## src/rtl/auth_display_ctrl_pkg.sv

```systemverilog
// Shared constants for the auth display path.
// Holds the seven-segment glyph codes (used with shift=1), the blank code
// for the numeric field, and the display sequencer state encoding. The
// decoder tests import the same constants, so codes are defined only here.
package auth_disp_pkg;

  localparam logic [3:0] GLY_BLANK = 4'b0000;
  localparam logic [3:0] GLY_1     = 4'b0001;
  localparam logic [3:0] GLY_2     = 4'b0010;
  localparam logic [3:0] GLY_3     = 4'b0011;
  localparam logic [3:0] GLY_E     = 4'b0101;
  localparam logic [3:0] GLY_L     = 4'b0110;
  localparam logic [3:0] GLY_U     = 4'b0111;
  localparam logic [3:0] GLY_DASH  = 4'b1000;
  localparam logic [3:0] GLY_A     = 4'b1111;
  localparam logic [3:0] BCD_BLANK = 4'hF;

  typedef enum logic [2:0] {
    IDLE   = 3'd0,
    ENTRY  = 3'd1,
    PASS   = 3'd2,
    FAIL   = 3'd3,
    LOCKED = 3'd4
  } state_t;

  // Attempts-left count as a glyph; zero tries shows as blank.
  function automatic logic [3:0] att_glyph(input logic [1:0] att);
    case (att)
      2'd1:    return GLY_1;
      2'd2:    return GLY_2;
      2'd3:    return GLY_3;
      default: return GLY_BLANK;
    endcase
  endfunction

endpackage

```

## src/rtl/auth_display_ctrl_if.sv

```systemverilog
// Bundle between the keypad/authenticator side and the display sequencer.
// master: keypad/authenticator (drives events, observes the display code)
// slave : auth_display_ctrl (consumes events, drives bcd1/bcd2/shift)
// Handshake: there is no back-pressure. digit_valid, auth_pass and
// auth_fail are single-cycle strobes sampled on the rising clock edge and
// are never held or acknowledged; locked is a level; attempts_left is
// sampled on the edge where a strobe uses it. bcd1/bcd2/shift are always
// valid and change only on clock edges.
interface auth_display_ctrl_if;
  logic       digit_valid;
  logic [3:0] digit;
  logic       auth_pass;
  logic       auth_fail;
  logic [1:0] attempts_left;
  logic       locked;
  logic [3:0] bcd1;
  logic [3:0] bcd2;
  logic       shift;

  modport master (
    output digit_valid, digit, auth_pass, auth_fail, attempts_left, locked,
    input  bcd1, bcd2, shift
  );

  modport slave (
    input  digit_valid, digit, auth_pass, auth_fail, attempts_left, locked,
    output bcd1, bcd2, shift
  );
endinterface

```

## src/rtl/auth_display_ctrl_timer.sv

```systemverilog
// disp_timer: up-counter with synchronous clear and terminal count.
// Ports: clk, rst_n (async active-low), clr (restart at 0, wins over en),
// en (count), target (terminal count value), tc (high on the enabled cycle
// where the count sits at target; the counter wraps to 0 on that edge).
module disp_timer #(
  parameter int CNT_W = 4
) (
  input  logic             clk,
  input  logic             rst_n,
  input  logic             clr,
  input  logic             en,
  input  logic [CNT_W-1:0] target,
  output logic             tc
);

  logic [CNT_W-1:0] cnt;

  // >= rather than == so a stale count above a smaller target still wraps.
  assign tc = en && (cnt >= target);

  always_ff @(posedge clk or negedge rst_n) begin
    if (!rst_n) begin
      cnt <= '0;
    end else if (clr) begin
      cnt <= '0;
    end else if (en) begin
      if (cnt >= target) cnt <= '0;
      else               cnt <= cnt + 1'b1;
    end
  end

endmodule

```

## src/rtl/auth_display_ctrl.sv

```systemverilog
// auth_display_ctrl: display sequencer feeding the two-digit 7-seg decoder.
// Ports: clk, rst_n (async active-low), bus (slave side of
// auth_display_ctrl_if: keypad/auth events in, bcd1/bcd2/shift out),
// state_dbg (current sequencer state).
// All display fields are registered, so an event shows one cycle later.
module auth_display_ctrl
  import auth_disp_pkg::*;
#(
  parameter int HOLD_CYCLES  = 10_000_000,
  parameter int BLINK_CYCLES = 5_000_000
) (
  input  logic                      clk,
  input  logic                      rst_n,
  auth_display_ctrl_if.slave        bus,
  output state_t                    state_dbg
);

  localparam int MAX_CYC = (HOLD_CYCLES > BLINK_CYCLES) ? HOLD_CYCLES : BLINK_CYCLES;
  localparam int CNT_W   = $clog2(MAX_CYC + 1);
  localparam logic [CNT_W-1:0] HOLD_TGT  = CNT_W'(HOLD_CYCLES - 1);
  localparam logic [CNT_W-1:0] BLINK_TGT = CNT_W'(BLINK_CYCLES - 1);

  state_t     state;
  logic [3:0] bcd1_q, bcd2_q;
  logic       shift_q;

  logic             tmr_clr, tmr_en, tmr_tc;
  logic [CNT_W-1:0] tmr_tgt;

  // The timer restarts on entry to LOCKED and on every accepted result
  // strobe (which also restarts an ongoing hold).
  always_comb begin
    tmr_clr = 1'b0;
    if (bus.locked) tmr_clr = (state != LOCKED);
    else if (state != LOCKED) tmr_clr = bus.auth_pass || bus.auth_fail;
    tmr_en  = (state == PASS) || (state == FAIL) || (state == LOCKED);
    tmr_tgt = (state == LOCKED) ? BLINK_TGT : HOLD_TGT;
  end

  disp_timer #(.CNT_W(CNT_W)) u_timer (
    .clk    (clk),
    .rst_n  (rst_n),
    .clr    (tmr_clr),
    .en     (tmr_en),
    .target (tmr_tgt),
    .tc     (tmr_tc)
  );

  always_ff @(posedge clk or negedge rst_n) begin
    if (!rst_n) begin
      state   <= IDLE;
      bcd1_q  <= BCD_BLANK;
      bcd2_q  <= GLY_DASH;
      shift_q <= 1'b1;
    end else begin
      shift_q <= 1'b1;
      if (bus.locked) begin
        bcd1_q <= BCD_BLANK;
        if (state != LOCKED) begin
          state  <= LOCKED;
          bcd2_q <= GLY_L;
        end else if (tmr_tc) begin
          bcd2_q <= (bcd2_q == GLY_L) ? GLY_BLANK : GLY_L;
        end
      end else if (state == LOCKED) begin
        state  <= IDLE;
        bcd1_q <= BCD_BLANK;
        bcd2_q <= GLY_DASH;
      end else if (bus.auth_pass) begin
        state  <= PASS;
        bcd1_q <= BCD_BLANK;
        bcd2_q <= GLY_U;
      end else if (bus.auth_fail) begin
        state  <= FAIL;
        bcd1_q <= {2'b00, bus.attempts_left};
        bcd2_q <= GLY_E;
      end else if (bus.digit_valid && (bus.digit <= 4'd9) &&
                   ((state == IDLE) || (state == ENTRY))) begin
        state  <= ENTRY;
        bcd1_q <= bus.digit;
        bcd2_q <= att_glyph(bus.attempts_left);
      end else if (((state == PASS) || (state == FAIL)) && tmr_tc) begin
        state  <= IDLE;
        bcd1_q <= BCD_BLANK;
        bcd2_q <= GLY_DASH;
      end
    end
  end

  assign bus.bcd1  = bcd1_q;
  assign bus.bcd2  = bcd2_q;
  assign bus.shift = shift_q;
  assign state_dbg = state;

endmodule

```

## src/flat_wrapper.sv

```systemverilog
// flat-port wrapper written by rule: the top's interface ports become plain ports
module auth_display_ctrl_flat import auth_disp_pkg::*;
#(
  parameter int HOLD_CYCLES  = 10_000_000,
  parameter int BLINK_CYCLES = 5_000_000
)
  (clk, rst_n, state_dbg, bus_digit_valid, bus_digit, bus_auth_pass, bus_auth_fail, bus_attempts_left, bus_locked, bus_bcd1, bus_bcd2, bus_shift);
  auth_display_ctrl_if bus_i ();
  input  logic clk;
  input  logic rst_n;
  output state_t state_dbg;
  input wire logic [$bits(bus_i.digit_valid)-1:0] bus_digit_valid;
  input wire logic [$bits(bus_i.digit)-1:0] bus_digit;
  input wire logic [$bits(bus_i.auth_pass)-1:0] bus_auth_pass;
  input wire logic [$bits(bus_i.auth_fail)-1:0] bus_auth_fail;
  input wire logic [$bits(bus_i.attempts_left)-1:0] bus_attempts_left;
  input wire logic [$bits(bus_i.locked)-1:0] bus_locked;
  output wire logic [$bits(bus_i.bcd1)-1:0] bus_bcd1;
  output wire logic [$bits(bus_i.bcd2)-1:0] bus_bcd2;
  output wire logic [$bits(bus_i.shift)-1:0] bus_shift;
  assign bus_i.digit_valid = bus_digit_valid;
  assign bus_i.digit = bus_digit;
  assign bus_i.auth_pass = bus_auth_pass;
  assign bus_i.auth_fail = bus_auth_fail;
  assign bus_i.attempts_left = bus_attempts_left;
  assign bus_i.locked = bus_locked;
  assign bus_bcd1 = bus_i.bcd1;
  assign bus_bcd2 = bus_i.bcd2;
  assign bus_shift = bus_i.shift;
  auth_display_ctrl #(.HOLD_CYCLES(HOLD_CYCLES), .BLINK_CYCLES(BLINK_CYCLES)) u_core (.clk(clk), .rst_n(rst_n), .bus(bus_i), .state_dbg(state_dbg));
endmodule
```

## config.mk

```make
export PLATFORM = sky130hd
export DESIGN_NAME = auth_display_ctrl_flat
export DESIGN_NICKNAME = d
export VERILOG_FILES = /design/src/rtl/auth_display_ctrl_pkg.sv /design/src/rtl/auth_display_ctrl_if.sv /design/src/rtl/auth_display_ctrl_timer.sv /design/src/rtl/auth_display_ctrl.sv /design/src/flat_wrapper.sv
export SDC_FILE = /design/constraint.sdc
export NUM_CORES = 1
export LEC_CHECK = 0
export CAP_MARGIN = 30
export CORE_ASPECT_RATIO = 1.5
export CORE_MARGIN = 3
export CORE_UTILIZATION = 57
export DETAILED_ROUTE_END_ITERATION = 7
export HOLD_SLACK_MARGIN = 0.12
export PLACE_DENSITY = 0.76
export SLEW_MARGIN = 5
export SYNTH_ARGS = -nofsm -noshare
export SYNTH_HDL_FRONTEND = slang
export SYNTH_SLANG_ARGS = --single-unit
```

## constraint.sdc

```tcl
create_clock -name clk -period 3.6 [get_ports clk]
set_input_delay 0.36 -clock clk [delete_from_list [all_inputs] [get_ports clk]]
set_output_delay 0.36 -clock clk [all_outputs]
set_load 0.01 [all_outputs]
```

# After elaboration in Yosys (flattened, before gate mapping)
# Index checks and enable logic that the tools add are counted.
dict set report classes {
  add_sub_neg 1
  magnitude_cmp 2
  n_eq_ne 11
  n_mux 29
  n_reduce_logical 13
}
# op n
set ops {}
lappend ops {{$mux W24} 4}
lappend ops {{$mux W4} 14}
lappend ops {{$add A24 B1 Y24 const B} 1}
lappend ops {{$ge A24 B24 Y1} 1}
lappend ops {{$mux W3} 8}
lappend ops {{$eq A3 B2 Y1 const B} 2}
lappend ops {{$pmux W2 S3} 1}
lappend ops {{$reduce_bool A6 Y1} 1}
lappend ops {{$eq A2 B2 Y1 const B} 2}
lappend ops {{$eq A4 B3 Y1 const B} 1}
lappend ops {{$le A4 B4 Y1 const B} 1}
lappend ops {{$logic_and A1 B1 Y1} 4}
lappend ops {{$logic_or A1 B1 Y1} 4}
lappend ops {{$reduce_and A2 Y1} 2}
lappend ops {{$eq A3 B1 Y1 const B} 1}
lappend ops {{$eq A3 B3 Y1 const B} 1}
lappend ops {{$logic_not A3 Y1} 1}
lappend ops {{$ne A3 B1 Y1 const B} 1}
lappend ops {{$ne A3 B3 Y1 const B} 1}
lappend ops {{$eq A2 B1 Y1 const B} 1}
lappend ops {{$mux W1} 2}
lappend ops {{$ne A2 B1 Y1 const B} 1}
lappend ops {{$reduce_bool A2 Y1} 1}
dict set report word_totals {
  regBits 35
  out_inout_bits 12
}

# Longest topological paths before layout
dict set report depth {
  word_depth 11
  mapped_depth 10
}

# Modules after synthesis
# Synthesis repeated with hierarchy kept, for this count alone.
dict set report unflattened {
  cells_unflattened 307
  hier_area_um2 2681.3
}
# mod n_inst cells_per_inst area_each_um2
set by_module_without_submodules {}
lappend by_module_without_submodules {disp_timer 1 242 2006.9}
lappend by_module_without_submodules {auth_display_ctrl 1 65 674.4}

# Worst setup path before layout
# OpenSTA, ideal clock, no wires.
dict set report synth_path {
  path_type {register -> register}
  start {reg u_core.state[1] (netlist: u_core.state_dbg[1])}
  end {reg u_core.u_timer.cnt[15]}
  arrival_ns 2.704
  path_slack_ns 0.793
  path_stages_with_launch 11
  cell_sequence {dfrtp_1 -> nor3b_4 -> inv_2 -> ha_1 -> a21o_1 -> a2111oi_2 -> o221ai_2 -> o21a_2 -> buf_6 -> o41a_1 -> o41ai_2}
}
dict set report synth_between {
  elab_chain_len 6
  elab_cells_between_ends 14
  cone_classes {order compare (1); eq/ne (4); mux (6); reduce/logical (3)}
}
# item line
set synth_rtl {}
lappend synth_rtl {{start, declared} auth_display_ctrl.sv:23} ;# state_t state;
lappend synth_rtl {{start signal, assigned} auth_display_ctrl.sv:51} ;# state <= IDLE;
lappend synth_rtl {{start signal, assigned} auth_display_ctrl.sv:60} ;# state <= LOCKED;
lappend synth_rtl {{start signal, assigned} auth_display_ctrl.sv:66} ;# state <= IDLE;
lappend synth_rtl {{$eq A3 B3 Y1} {auth_display_ctrl.sv:36, auth_display_ctrl.sv:37}}
lappend synth_rtl {{$mux W24} auth_display_ctrl.sv:37} ;# tmr_tgt = (state == LOCKED) ? BLINK_TGT : HOLD_TGT;
lappend synth_rtl {{$ge A24 B24 Y1} auth_display_ctrl_timer.sv:27} ;# if (cnt >= target) cnt <= '0;
lappend synth_rtl {{$mux W24} auth_display_ctrl_timer.sv:27}
lappend synth_rtl {{$mux W24} auth_display_ctrl_timer.sv:26} ;# end else if (en) begin
lappend synth_rtl {{$mux W24} auth_display_ctrl_timer.sv:24} ;# end else if (clr) begin
lappend synth_rtl {{end signal, assigned} auth_display_ctrl_timer.sv:28} ;# else cnt <= cnt + 1'b1;
lappend synth_rtl {{end, declared} auth_display_ctrl_timer.sv:16} ;# logic [CNT_W-1:0] cnt;
# Several ways; a longest one is shown, not always the timed one. The select of a mux whose other input is x is not followed.
# A chain may end at the register's enable or synchronous reset.

# Final worst setup path
dict set report layout_path {
  start {reg u_core.state[1] (netlist: u_core.state_dbg[1])}
  end {reg u_core.bcd2_q[2] (netlist: u_core.bus.bcd2[2])}
}
dict set report layout_between {
  elab_chain_len 8
  elab_cells_between_ends 23
  cone_classes {order compare (1); eq/ne (6); mux (7); reduce/logical (9)}
}
# item line
set layout_rtl {}
lappend layout_rtl {{parallel branches: the longest is 8 deep, another holds $ge A24 B24 Y1} --}
lappend layout_rtl {{end signal, assigned} auth_display_ctrl.sv:63} ;# bcd2_q <= (bcd2_q == GLY_L) ? GLY_BLANK : GLY_L;
lappend layout_rtl {{end signal, assigned} auth_display_ctrl.sv:81} ;# bcd2_q <= att_glyph(bus.attempts_left);
lappend layout_rtl {{end, declared} auth_display_ctrl.sv:24} ;# logic [3:0] bcd1_q, bcd2_q;
# Several ways; the timed one is not identified.

==> results.md <==
- Synthesized Nets: 272
- Area grow syn2layout: 17.0%
- Max rail drop VDD: ~0.34 mV
- GRT Total Usage: 0.269
- Final HPWL DP: 4.25 mm
- Netlist cell types: 60
- Htree depth: 2
- Pleak: 0.00108 uW
- EDFF count, synth: 0
- First-pass GRT wire length: a little over 10 mm
- Minimum clock period: 2.93 ns
- Worst setup path end: u_core.bus.bcd2[2]
- CP max FO: 14
- Slew at the pin closest to its max-slew limit: 0.663 ns
- Final WS setup: 0.669 ns
- Sequential fraction of the synthesis area: 0.381
- Initial Utilization: 0.612
- Routed WL: roughly 6 mm
- Post-route DRC: 0
- Setup Skew: 0.00919 ns
- Synthesized area: 2320 um2
- Final Hold Vio Count: 0
- Die width: 58.1 um
- Final Slew Violations: 0
- Antenna fix cells: 0
- PostCTS Resize Cnt: 0
- Critical path required time: 3.78 ns
- Final ANT Viol Nets: 0
- Post-layout util: 0.717
- Worst Hold Class: input port to asynchronous set/reset pin
- CTS root buf: clkbuf_8
- Vias per cell: about 6.6
- Status: finished clean
- Row cnt: 27
- Post-Syn Area per Cell: roughly 9.1 um2
- Crit. Startpoint: u_core.state_dbg[1]
- First-pass DRT Iterations: 4
- Die area: 4880 um2
- R2R depth: 9
- Number of synthesized register bits: 35
- Vias in the first global route: 2,155
- Design area: 2710 um2
- Endpoints failing setup: 0
- CP Class: register to register
- Yosys synthesis warning count: 0
- Vert. Die Dim: 84.1 um
- Fin crit share: 0.814
- Post-synth top flop: dfrtp_1
- Post-place instance area: about 2600 um2
- Mapped Cells: 255
- Tightest hold margin: 0.477 ns
- Reg2reg setup slack: 0.67 ns
- Skew-Pair Late Insertion Delay: 0.29 ns
- Pre-CTS setup slack: around 0.67 ns
- Achievable frequency: 0.341 GHz
- Reg2reg end: u_core.bus.bcd2[2]
- Nets: roughly 300
- Vias: between 2,000 and 2,500
- DRT iter0 DRCs: 93
- Longest Clk Path Bufs: 2
- Max-Cap Viols: 0
- Setup Buffers After CTS: 0
- Initial antenna violation count: 0
- PwrDens: 374 nW/um2
- Max_slew headroom: 0.555
- Share of flip-flops with an asynchronous set or reset: 1.00
- Arrival time worst endpoint: around 3.1 ns
- Hold-fix buffers at CTS: 0
- Grt total ovfl: 0
- CTS tree: done
- GP Congestion: between 0.8 and 0.9
- Cts bufs inserted: 5
- Startpoint types: register
- Unrepaired setup endpoints after global routing: false
- Clock transition at path regs: 0.08 ns
- Pin count of the biggest net entering global routing: 36
- I/O pin cnt: 24
- Core box area: 3780 um2
- Layout cells sized above 1: 0.117
- Number of I/O port buffers: 22
- Post-route setup TNS: 0 ns
- Setup crit end kind: register
- WL/cell: roughly 19 um
- Clock Sinks: 35
- R2R Path Start: u_core.state_dbg[1]
[Yosys cell counts, types with 2 or more instances]
master     number  area (um2)
dfrtp_1        30         751
nand3_1        16        80.1
o21ai_0        15        75.1
o2bb2ai_1       2        17.5
a221o_1         4        40.0
and3_1          3        18.8
nor3_1         11        55.1
nor2b_1         2        12.5
o22ai_1         3        18.8
a2bb2oi_1       6        52.6
a21oi_1        13        65.1
o21a_1          3        22.5
a211oi_1        2        15.0
o31ai_1         4        30.0
a31oi_1         5        31.3
or3_1           3        18.8
nor2_1         21        78.8
buf_6           2        22.5
xnor2_1         5        43.8
inv_1           8        30.0
xor2_1          3        26.3
nor2_2          2        12.5
a22o_1          7        61.3
mux2i_1         3        30.0
and4_1          2        17.5
nand2b_1        3        18.8
o41ai_1         2        17.5
a21boi_0        2        15.0
ha_1            5        62.6
nand4_1         6        37.5
nand2_1        20        75.1
dfstp_2         5         131
o41ai_2         3        48.8
a21o_1          3        22.5
and2_1          2        12.5
clkbuf_1        5        18.8
[state kept, by name (all words and copies together), names as in the netlist]
register,count
u_core.bus.bcd2,4
u_core.bus.bcd1,4
u_core.state_dbg,3
u_core.u_timer.cnt,24
[cell type report]
class | instances | area, um2
clock buffer | 5 | 68.8
clock inverter | 3 | 67.6
fill | 312 | 1070
inverter | 9 | 33.8
multi-input combinational | 202 | 1350
sequential | 35 | 882
tap | 43 | 53.8
timing repair buffer | 27 | 258
[worst min-delay path by stage]
| stage | slack [ns] | start | to | depth (start not counted) |
|---|---|---|---|---|
| final | 0.48 | rst_n | u_core.bus.bcd2[0] | 2 |
| after global routing | 0.50 | rst_n | u_core.bus.bcd2[1] | 2 |
| after CTS | 0.49 | rst_n | u_core.bus.bcd2[0] | 2 |
| after detailed placement | 0.49 | u_core.bus.bcd1[2] | u_core.bus.bcd1[2] | 1 |
| after global placement | 0.49 | u_core.bus.bcd1[2] | u_core.bus.bcd1[2] | 1 |
| after floorplan | 0.06 | rst_n | u_core.bus.bcd2[0] | 0 |
[layout by cell type (no fill, tap or decap), drive strengths merged, types with 4 or more instances in the layout]
cell	netlist	routed
a2bb2oi	6	6
inv	9	9
a22o	7	7
o31ai	4	4
o21a	4	4
nand2	20	20
buf	4	5
nor2	23	23
a221o	4	4
a21oi	13	13
o41ai	5	5
o21ai	16	16
nand3	16	16
dfrtp	30	30
xnor2	5	5
a31oi	5	5
nand4	6	6
clkdlybuf4s50	0	22
clkbuf	5	5
ha	5	5
nor3	11	11
dfstp	5	5
[metal layers]
layer  wire [um]  track usage  share of wire
met1        2430        0.313           0.41
met2        3110        0.457           0.52
met3         310       0.0402          0.052
met4         145        0.150          0.024
met5           0            0              0
[per-stage QoR]
step | cells | total power, uW
floorplan | 255 | 520
global placement | 316 | 591
detailed placement | 316 | 593
CTS | 324 | 1020
global route | 324 | 1060
finish | 324 | 1010
[logic make-up after synthesis]
group,Yosys count,synth area share
other,1,0.00162
XOR/XNOR,8,0.0302
AND/OR/NAND/NOR,98,0.219
multiplexers,3,0.0130
adder cells (fa/ha/maj),5,0.0270
flip-flops,35,0.381
AO/OA/AOI/OAI,87,0.291
buffers and inverters,18,0.0378
[report_power, final]
part	switching, uW	total, uW	internal, uW	leakage, uW
logic	86.5	159	72.8	0.000561
clock network	152	429	276	0.0000644
registers	15.5	426	411	0.000459
total	254	1010	760	0.00108
[worst max-delay path: stages (launching register included)]
cell	delay, ns
dfrtp_1	0.45
nor3b_4	0.24
inv_2	0.13
ha_1	0.31
nor4b_1	0.22
nand2_1	0.11
a211oi_1	0.43
o21a_2	0.41
o22ai_1	0.16
a221o_1	0.37
(Power assumes the default switching activity.)
